File: src/rtl/dmem_pkg.sv
// Shared definitions for the data-memory access path:
// size codes decoded by data_memory and the arbiter FSM states.
package dmem_pkg;

    localparam logic [2:0] SZ_B  = 3'b001;
    localparam logic [2:0] SZ_H  = 3'b010;
    localparam logic [2:0] SZ_W  = 3'b011;
    localparam logic [2:0] SZ_BU = 3'b101;
    localparam logic [2:0] SZ_HU = 3'b110;

    typedef enum logic [1:0] {
        ST_IDLE   = 2'd0,
        ST_ACCESS = 2'd1,
        ST_RESP   = 2'd2
    } state_t;

    // Stores only know signed-agnostic sizes; loads add the unsigned forms.
    function automatic logic size_legal(input logic we, input logic [2:0] size);
        logic ok;
        ok = (size == SZ_B) || (size == SZ_H) || (size == SZ_W);
        if (!we) begin
            ok = ok || (size == SZ_BU) || (size == SZ_HU);
        end
        return ok;
    endfunction

endpackage

File: src/rtl/dmem_arbiter_rr_arb2.sv
// Two-way round-robin grant: the requester that did not win last
// time takes priority when both ask at once.
module rr_arb2 (
    input  logic [1:0] req,
    input  logic       last,
    output logic [1:0] gnt
);

    // Single requester wins outright; a tie goes away from last winner.
    always_comb begin
        gnt = req;
        if (req == 2'b11) begin
            gnt = last ? 2'b01 : 2'b10;
        end
    end

endmodule

File: src/rtl/dmem_arbiter.sv
// Two-port arbiter/sequencer for the single-ported data memory.
// One transaction per three cycles: grant, strobe, respond.
module dmem_arbiter
    import dmem_pkg::*;
#(
    parameter int ADDR_W         = 32,
    parameter int DATA_W         = 32,
    parameter int MEM_WORDS_LOG2 = 6,
    parameter bit ADDR_CHECK     = 1'b1
) (
    input  logic              clk,
    input  logic              reset,
    input  logic              p0_req,
    input  logic              p0_we,
    input  logic [ADDR_W-1:0] p0_addr,
    input  logic [DATA_W-1:0] p0_wdata,
    input  logic [2:0]        p0_size,
    output logic              p0_gnt,
    output logic              p0_done,
    output logic              p0_err,
    output logic [DATA_W-1:0] p0_rdata,
    input  logic              p1_req,
    input  logic              p1_we,
    input  logic [ADDR_W-1:0] p1_addr,
    input  logic [DATA_W-1:0] p1_wdata,
    input  logic [2:0]        p1_size,
    output logic              p1_gnt,
    output logic              p1_done,
    output logic              p1_err,
    output logic [DATA_W-1:0] p1_rdata,
    output logic [ADDR_W-1:0] mem_addr,
    output logic [DATA_W-1:0] mem_write_data,
    output logic [2:0]        mem_size,
    output logic              mem_read,
    output logic              mem_write,
    input  logic [DATA_W-1:0] mem_read_data
);

    state_t            state_q;
    logic              last_q;
    logic              owner_q;
    logic              we_q;
    logic              err_q;
    logic [ADDR_W-1:0] addr_q;
    logic [DATA_W-1:0] wdata_q;
    logic [2:0]        size_q;
    logic              mem_read_q;
    logic              mem_write_q;
    logic [1:0]        done_q;

    logic [1:0]        arb_gnt;
    logic [1:0]        gnt;
    logic              sel_we;
    logic [ADDR_W-1:0] sel_addr;
    logic [DATA_W-1:0] sel_wdata;
    logic [2:0]        sel_size;
    logic              addr_bad;
    logic              err_d;
    logic              rd_ok;

    rr_arb2 u_arb (
        .req  ({p1_req, p0_req}),
        .last (last_q),
        .gnt  (arb_gnt)
    );

    assign gnt = (state_q == ST_IDLE && !reset) ? arb_gnt : 2'b00;

    assign sel_we    = gnt[1] ? p1_we    : p0_we;
    assign sel_addr  = gnt[1] ? p1_addr  : p0_addr;
    assign sel_wdata = gnt[1] ? p1_wdata : p0_wdata;
    assign sel_size  = gnt[1] ? p1_size  : p0_size;

    generate
        if (ADDR_CHECK) begin : g_chk
            assign addr_bad = |sel_addr[ADDR_W-1:MEM_WORDS_LOG2];
        end else begin : g_nochk
            assign addr_bad = 1'b0;
        end
    endgenerate

    assign err_d = ~size_legal(sel_we, sel_size) | addr_bad;

    // Sequencer: latch the winner in IDLE, strobe in ACCESS, report in RESP.
    always_ff @(posedge clk) begin
        if (reset) begin
            state_q     <= ST_IDLE;
            last_q      <= 1'b1;
            owner_q     <= 1'b0;
            we_q        <= 1'b0;
            err_q       <= 1'b0;
            addr_q      <= '0;
            wdata_q     <= '0;
            size_q      <= 3'b000;
            mem_read_q  <= 1'b0;
            mem_write_q <= 1'b0;
            done_q      <= 2'b00;
        end else begin
            mem_read_q  <= 1'b0;
            mem_write_q <= 1'b0;
            done_q      <= 2'b00;
            case (state_q)
                ST_IDLE: begin
                    if (|gnt) begin
                        owner_q     <= gnt[1];
                        last_q      <= gnt[1];
                        we_q        <= sel_we;
                        addr_q      <= sel_addr;
                        wdata_q     <= sel_wdata;
                        size_q      <= sel_size;
                        err_q       <= err_d;
                        mem_read_q  <= ~sel_we & ~err_d;
                        mem_write_q <= sel_we & ~err_d;
                        state_q     <= ST_ACCESS;
                    end
                end
                ST_ACCESS: begin
                    done_q  <= owner_q ? 2'b10 : 2'b01;
                    state_q <= ST_RESP;
                end
                ST_RESP: begin
                    state_q <= ST_IDLE;
                end
                default: begin
                    state_q <= ST_IDLE;
                end
            endcase
        end
    end

    assign rd_ok = ~we_q & ~err_q;

    assign p0_gnt   = gnt[0];
    assign p1_gnt   = gnt[1];
    assign p0_done  = done_q[0];
    assign p1_done  = done_q[1];
    assign p0_err   = done_q[0] & err_q;
    assign p1_err   = done_q[1] & err_q;
    assign p0_rdata = (done_q[0] && rd_ok) ? mem_read_data : '0;
    assign p1_rdata = (done_q[1] && rd_ok) ? mem_read_data : '0;

    assign mem_addr       = addr_q;
    assign mem_write_data = wdata_q;
    assign mem_size       = size_q;
    assign mem_read       = mem_read_q;
    assign mem_write      = mem_write_q;

endmodule
File: config.mk
export PLATFORM = sky130hd
export DESIGN_NAME = dmem_arbiter
export DESIGN_NICKNAME = d
export VERILOG_FILES = /design/src/rtl/dmem_pkg.sv /design/src/rtl/dmem_arbiter_rr_arb2.sv /design/src/rtl/dmem_arbiter.sv
export SDC_FILE = /design/constraint.sdc
export NUM_CORES = 1
export LEC_CHECK = 0
export CORE_AREA = 2 2 122 124
export DETAILED_ROUTE_END_ITERATION = 6
export DIE_AREA = 0 0 124 126
export GPL_TIMING_DRIVEN = 0
export PLACE_DENSITY = 0.69
export REMOVE_ABC_BUFFERS = 1
export SYNTH_ARGS = -nofsm -noshare
export SYNTH_HDL_FRONTEND = slang
export SYNTH_SLANG_ARGS = --single-unit
File: constraint.sdc
create_clock -name clk -period 3.91 [get_ports clk]
set_clock_uncertainty 0.15 [all_clocks]
set_input_delay 0.5865 -clock clk [delete_from_list [all_inputs] [get_ports clk]]
set_output_delay 0.5865 -clock clk [all_outputs]
set_load 0.03 [all_outputs]
==> results of run 1 <==
Yosys cell counts, drive strengths merged:
| cell | number |
|---|---|
| dfxtp | 77 |
| nor3b | 71 |
| nand2 | 70 |
| o21ai | 70 |
| a21oi | 69 |
| and2 | 67 |
| buf | 25 |
| clkbuf | 19 |
| nor4 | 10 |
| nor3 | 5 |
| nor2 | 4 |
| nand4 | 3 |
| nor2b | 3 |
| inv | 2 |
| nand2b | 2 |
| nand3 | 2 |
| o211ai | 2 |
| a211o | 1 |
| a211oi | 1 |
| a21bo | 1 |
| a21o | 1 |
| a31oi | 1 |
| mux2i | 1 |
| nor4b | 1 |
| o21a | 1 |
| o221ai | 1 |
| or3 | 1 |
final cells by class:
class | instances | area, um^2 | area share
clock inverter | 1 | 5.005 | 0.0006695
clock buffer | 15 | 267.8 | 0.03582
multi-input combinational | 388 | 2213 | 0.2961
timing repair buffer | 315 | 3196 | 0.4274
inverter | 2 | 22.52 | 0.003013
sequential | 77 | 1541 | 0.2062
tap | 184 | 230.2 | 0.03080
layer usage:
| metal | part of all wire | track usage |
|---|---|---|
| met5 | 0 | 0 |
| met4 | 0.025 | 0.08196 |
| met3 | 0.12 | 0.08152 |
| met2 | 0.50 | 0.3507 |
| met1 | 0.36 | 0.1959 |
state kept, by name, summed over array words and instances, names as in the netlist:
| register | flops |
|---|---|
| err_q | 1 |
| mem_size | 3 |
| state_q | 2 |
| mem_addr | 32 |
| done_q | 2 |
| we_q | 1 |
| mem_write | 1 |
| owner_q | 1 |
| mem_write_data | 32 |
| mem_read | 1 |
| last_q | 1 |
worst paths after layout:
kind / start / end / slack [ns] / cells after the start
setup / recovery: reset / p1_gnt / 0.24 / 6
hold / removal: owner_q$_SDFFE_PP0P_ / done_q[0]$_SDFF_PP0_ / 0.31 / 1
setup reg to reg: state_q[1]$_SDFFE_PP0P_ / mem_write_data[13]$_SDFFE_PP0P_ / 1.65 / 7
hold reg to reg: owner_q$_SDFFE_PP0P_ / done_q[0]$_SDFF_PP0_ / 0.31 / 1
repair_timing:
action                                  CTS  global route
endpoints found under the setup margin    1             1
resized for setup                         1             2
cloned                                    0             0
metrics by stage:
step           utilization  instance area [um^2]  setup WS (ns)  power, mW
2_1_floorplan            -                  3752          1.019      1.353
4_1_cts             0.5218                  7468         0.1143      2.636
6_report            0.5223                  7476         0.2371      2.599
3_5_place_dp        0.5025                  7193      -0.003950      1.835
5_1_grt             0.5223                  7476        0.05491      2.723
3_3_place_gp        0.4950                  7086         -2.943      1.804
placed cells by master (no fill, tap or decap), types with 4 or more instances in the layout:
cell type / instances
nor2_1: 4
a21oi_1: 69
nand2_1: 70
nor3b_1: 69
nor4_1: 10
nor3_1: 4
clkdlybuf4s50_1: 309
dfxtp_1: 77
and2_1: 67
o21ai_1: 69
clkbuf_1: 4
clkbuf_16: 9
cells by family after synthesis:
group	Yosys count	synth area share
and+or+nand+nor	239	0.3558
AOI/OAI and AO/OA	148	0.1937
DFF	77	0.3862
buffers and inverters	46	0.06176
muxes	1	0.002508
critical path, stage by stage:
cell	delay (ns)
buf_2	0.37
nor3_4	0.32
nand3_2	0.27
clkinv_8	0.29
buf_16	0.29
clkdlybuf4s50_1	0.73
power breakdown:
part	internal, mW	switching [mW]
clock network	0.465	0.319
registers	0.885	0.0500
logic	0.434	0.446
==> flow_metrics.env, run 1 <==
export IMPL_status="finished clean"
export IMPL_place_gp_congestion=0.8280
export IMPL_fillers=1326
export IMPL_antenna_cells=0
export IMPL_yosysSeqAreaShare=0.3862
export IMPL_tightest_slew_ns=0.8553
export IMPL_insertion_delay_ns=0.34
export IMPL_worstPathArrival_ns=2.94
export IMPL_ios=311
export IMPL_dp_cells=966
export IMPL_wire_per_inst_um=15.98
export IMPL_post_route_drc_count=0
export IMPL_cp_start_kind="input port"
export IMPL_portBuffers=310
export IMPL_final_layout_size_suffix_gt1_frac=0.03509
export IMPL_yosysTopAreaCellShare=0.3862
export IMPL_synthesis_area_mm2=0.003991
export IMPL_wirelength_mm=15.69
export IMPL_floorplan_initialDensity=0.2788
export IMPL_setup_tns_final_ns=0
export IMPL_synth_cells=511
export IMPL_synthTopCellsByArea="dfxtp_1 (39%), nor3b_1 (13%), and2_1 (11%)"
export IMPL_grt_antenna_before_repair=0
export IMPL_numCtsBuffers=9
export IMPL_cp_required_ns=3.17
export IMPL_slew_headroom=0.4298
export IMPL_maxSlewViolCount=0
export IMPL_instances_no_fill=982
export IMPL_min_period_ns=3.673
export IMPL_clock_sinks=77
export IMPL_die_y_um=126
export IMPL_syn_avg_cell_area_um2=7.811
export IMPL_row_count=44
export IMPL_drt_pass1_iterations=6
export IMPL_power_density_mw_per_mm2=347.7
export IMPL_grt_pass1_vias=4696
export IMPL_grt_pass1_wl_mm=23.72
export IMPL_htree_levels=3
export IMPL_setup_viol=0
export IMPL_hpwl_mm=12.25
export IMPL_rsz0062_at_grt="no"
export IMPL_overflow=0
export IMPL_crit_fanout=70
export IMPL_yosysTopAreaCell="dfxtp_1"
export IMPL_hold_worst_slack_ns=0.3068
export IMPL_dieWidth_um=124
export IMPL_ant_nets=0
export IMPL_cts_tree="built"
export IMPL_area_growth_synth_to_final_pct=87.30
export IMPL_hold_buffers=0
export IMPL_synth_seq_cells=77
export IMPL_root_buffer="clkbuf_16"
export IMPL_finalHoldViolCount=0
export IMPL_fmax_ghz=0.2723
export IMPL_dr_total_vias=4732
export IMPL_post_route_period_util=0.9393
export IMPL_clockBufferDepth=2
export IMPL_coreArea_mm2=0.01431
export IMPL_yosysWarnings=0
export IMPL_postCtsSetupBuffers=0
export IMPL_leakagePower_nw=2.613
export IMPL_nets=965
export IMPL_hold_class="flop to flop"
export IMPL_clk_pin_slew_ns=0.06
export IMPL_yosysUniqueCellTypes=31
export IMPL_grt_usage=0.1954
export IMPL_endpoint_kind="output pin"
export IMPL_drt_iter0_drc=182
export IMPL_die_area_mm2=0.01562
export IMPL_drv_cap=0
export IMPL_ir_worst_vdd_uv=202.6
export IMPL_criticalPathCategory="input port to output pin"
export IMPL_avgViaCountPerCell=4.819
export IMPL_grt_start_max_net_pins=73
(Power assumes the default switching activity.)
==> run 2: changes to the inputs <==
- RECOVER_POWER: unset -> 50
==> run 2 against run 1 <==
Combinational power decreased by 4.3%. Largest power group unchanged. Global-route usage unchanged. Wire length about the same. Sequential power decreased by 0.4%. Cell count unchanged. Clock-buffer cell count unchanged. Power decreased by 1.6%.
==> flow_metrics.env, run 2 (synthesized netlist as in run 1, its figures left out) <==
export IMPL_fmax_ghz=0.2725
export IMPL_instances_no_fill=982
export IMPL_clock_sinks=77
export IMPL_worstPathArrival_ns=2.93
export IMPL_rsz0062_at_grt="no"
export IMPL_cp_required_ns=3.17
export IMPL_fillers=1326
export IMPL_area_growth_synth_to_final_pct=87.18
export IMPL_floorplan_initialDensity=0.2788
export IMPL_min_period_ns=3.670
export IMPL_finalHoldViolCount=0
export IMPL_insertion_delay_ns=0.34
export IMPL_dieWidth_um=124
export IMPL_leakagePower_nw=2.786
export IMPL_drt_pass1_iterations=4
export IMPL_antenna_cells=0
export IMPL_grt_pass1_vias=4696
export IMPL_fin_util=0.5219
export IMPL_clockBufferDepth=2
export IMPL_die_area_mm2=0.01562
export IMPL_portBuffers=310
export IMPL_post_route_drc_count=0
export IMPL_grt_pass1_wl_mm=23.72
export IMPL_final_layout_size_suffix_gt1_frac=0.03383
export IMPL_endpoint="p0_gnt"
export IMPL_cp_start_kind="input port"
export IMPL_setup_worst_path_start="reset"
export IMPL_grt_usage=0.1954
export IMPL_slew_headroom=0.4171
export IMPL_cp_slowest_cell="clkdlybuf4s50_1"
export IMPL_post_route_period_util=0.9386
export IMPL_multi_input_comb_area_mm2=0.002208
export IMPL_placed_area_mm2=0.007193
export IMPL_endpoint_kind="output pin"
export IMPL_htree_levels=3
export IMPL_maxSlewViolCount=0
export IMPL_tightest_slew_ns=0.8744
export IMPL_cpPeakStageDelay_ns=0.81
export IMPL_clk_pin_slew_ns=0.06
export IMPL_die_y_um=126
export IMPL_totalPowerFinal_mw=2.557
export IMPL_setup_viol=0
export IMPL_cp_num_cells=5
export IMPL_hpwl_mm=12.25
export IMPL_coreArea_mm2=0.01431
export IMPL_wirelength_mm=15.68
export IMPL_r2r_end="mem_write_data[13]$_SDFFE_PP0P_"
export IMPL_row_count=44
export IMPL_ant_nets=0
export IMPL_numCtsBuffers=9
export IMPL_status="finished clean"
export IMPL_power_density_mw_per_mm2=342.2
export IMPL_crit_fanout=67
export IMPL_layout_common_cells="clkdlybuf4s50_1 (236), dfxtp_1 (77), dlygate4sd3_1 (73), nand2_1 (70)"
export IMPL_place_gp_congestion=0.8280
export IMPL_grt_antenna_before_repair=0
export IMPL_cts_tree="built"
export IMPL_drt_iter0_drc=165
export IMPL_grt_start_max_net_pins=73
export IMPL_avgViaCountPerCell=4.829
export IMPL_overflow=0
export IMPL_seq_area_mm2=0.001541
export IMPL_root_buffer="clkbuf_16"
export IMPL_rr_startpoint="state_q[1]$_SDFFE_PP0P_"
export IMPL_dp_cells=966
export IMPL_ios=311
export IMPL_hold_worst_slack_ns=0.3012
export IMPL_wire_per_inst_um=15.97
export IMPL_reg2reg_depth=7
export IMPL_path_delay_family="buffers and inverters"
export IMPL_postCtsSetupBuffers=0
export IMPL_fin_area_mm2=0.007471
export IMPL_hold_class="flop to flop"
export IMPL_final_common_cell="clkdlybuf4s50_1"
export IMPL_crit_chain="buf_2 -> nor3_4 -> nand3_1 -> inv_4 -> clkdlybuf4s50_1"
export IMPL_ir_worst_vdd_uv=201.9
export IMPL_criticalPathCategory="input port to output pin"
export IMPL_nets=965
export IMPL_dr_total_vias=4742
export IMPL_drv_cap=0
export IMPL_r2r_slack_ns=1.59
export IMPL_worst_path_buf_inv=3
[run 2: changes by cell type in the layout (fill, tap and decap cells not counted), sizes merged]
cell           before  now
dlygate4sd3         0   73
clkdlybuf4s50     309  236
[run 2: worst register-to-register path, cell delays in order (launching register included)]
cell	delay, ns
dfxtp_1	0.34
nor3_4	0.25
nand3_1	0.23
inv_4	0.54
buf_16	0.33
nor3b_1	0.12
a21oi_1	0.14
o21ai_1	0.08
[run 2: worst min path at each step]
stage | startpoint | depth (start not counted) | endpoint
after floorplan | owner_q$_SDFFE_PP0P_ | 1 | done_q[0]$_SDFF_PP0_
final | owner_q$_SDFFE_PP0P_ | 1 | done_q[0]$_SDFF_PP0_
after global routing | owner_q$_SDFFE_PP0P_ | 1 | done_q[0]$_SDFF_PP0_
after detailed placement | owner_q$_SDFFE_PP0P_ | 1 | done_q[0]$_SDFF_PP0_
after global placement | owner_q$_SDFFE_PP0P_ | 1 | done_q[0]$_SDFF_PP0_
after CTS | owner_q$_SDFFE_PP0P_ | 1 | done_q[0]$_SDFF_PP0_
[run 2: cell type report]
| cell class | instances | area share |
|---|---|---|
| Timing Repair Buffer | 315 | 0.4277 |
| Multi-Input combinational cell | 388 | 0.2956 |
| Sequential cell | 77 | 0.2063 |
| Clock buffer | 15 | 0.03584 |
| Tap cell | 184 | 0.03082 |
| Inverter | 2 | 0.003015 |
| Clock inverter | 1 | 0.0006699 |
[run 2: metrics by stage]
step                setup TNS [ns]  setup WS, ns
floorplan                        0         1.019
global placement           -145.36        -2.943
detailed placement       -0.003950     -0.003950
CTS                              0        0.1143
global route                     0       0.08993
finish                           0        0.2400
[run 2: repair_timing]
action                     CTS  global route
hold endpoints to repair     0             0
hold buffers                 0             0
setup endpoints to repair    1             1
gates resized for setup      1             2
[run 2: report_power, final]
group	total [mW]	switching [mW]	leakage, nW	internal, mW
registers	0.931	0.0458	0.636	0.885
logic	0.842	0.443	2.02	0.399
clock network	0.784	0.319	0.134	0.465
[run 2: per-layer routing]
metal  vias to the layer above  part of all wire  global-route usage  wire [um]
met3                        28              0.12             0.08152       1894
met4                         0             0.025             0.08196        396
met5                         -                 0                   0          0
met1                      2165              0.35              0.1959       5541
li1                       2333                 -                   -          -
met2                       216              0.50              0.3507       7850
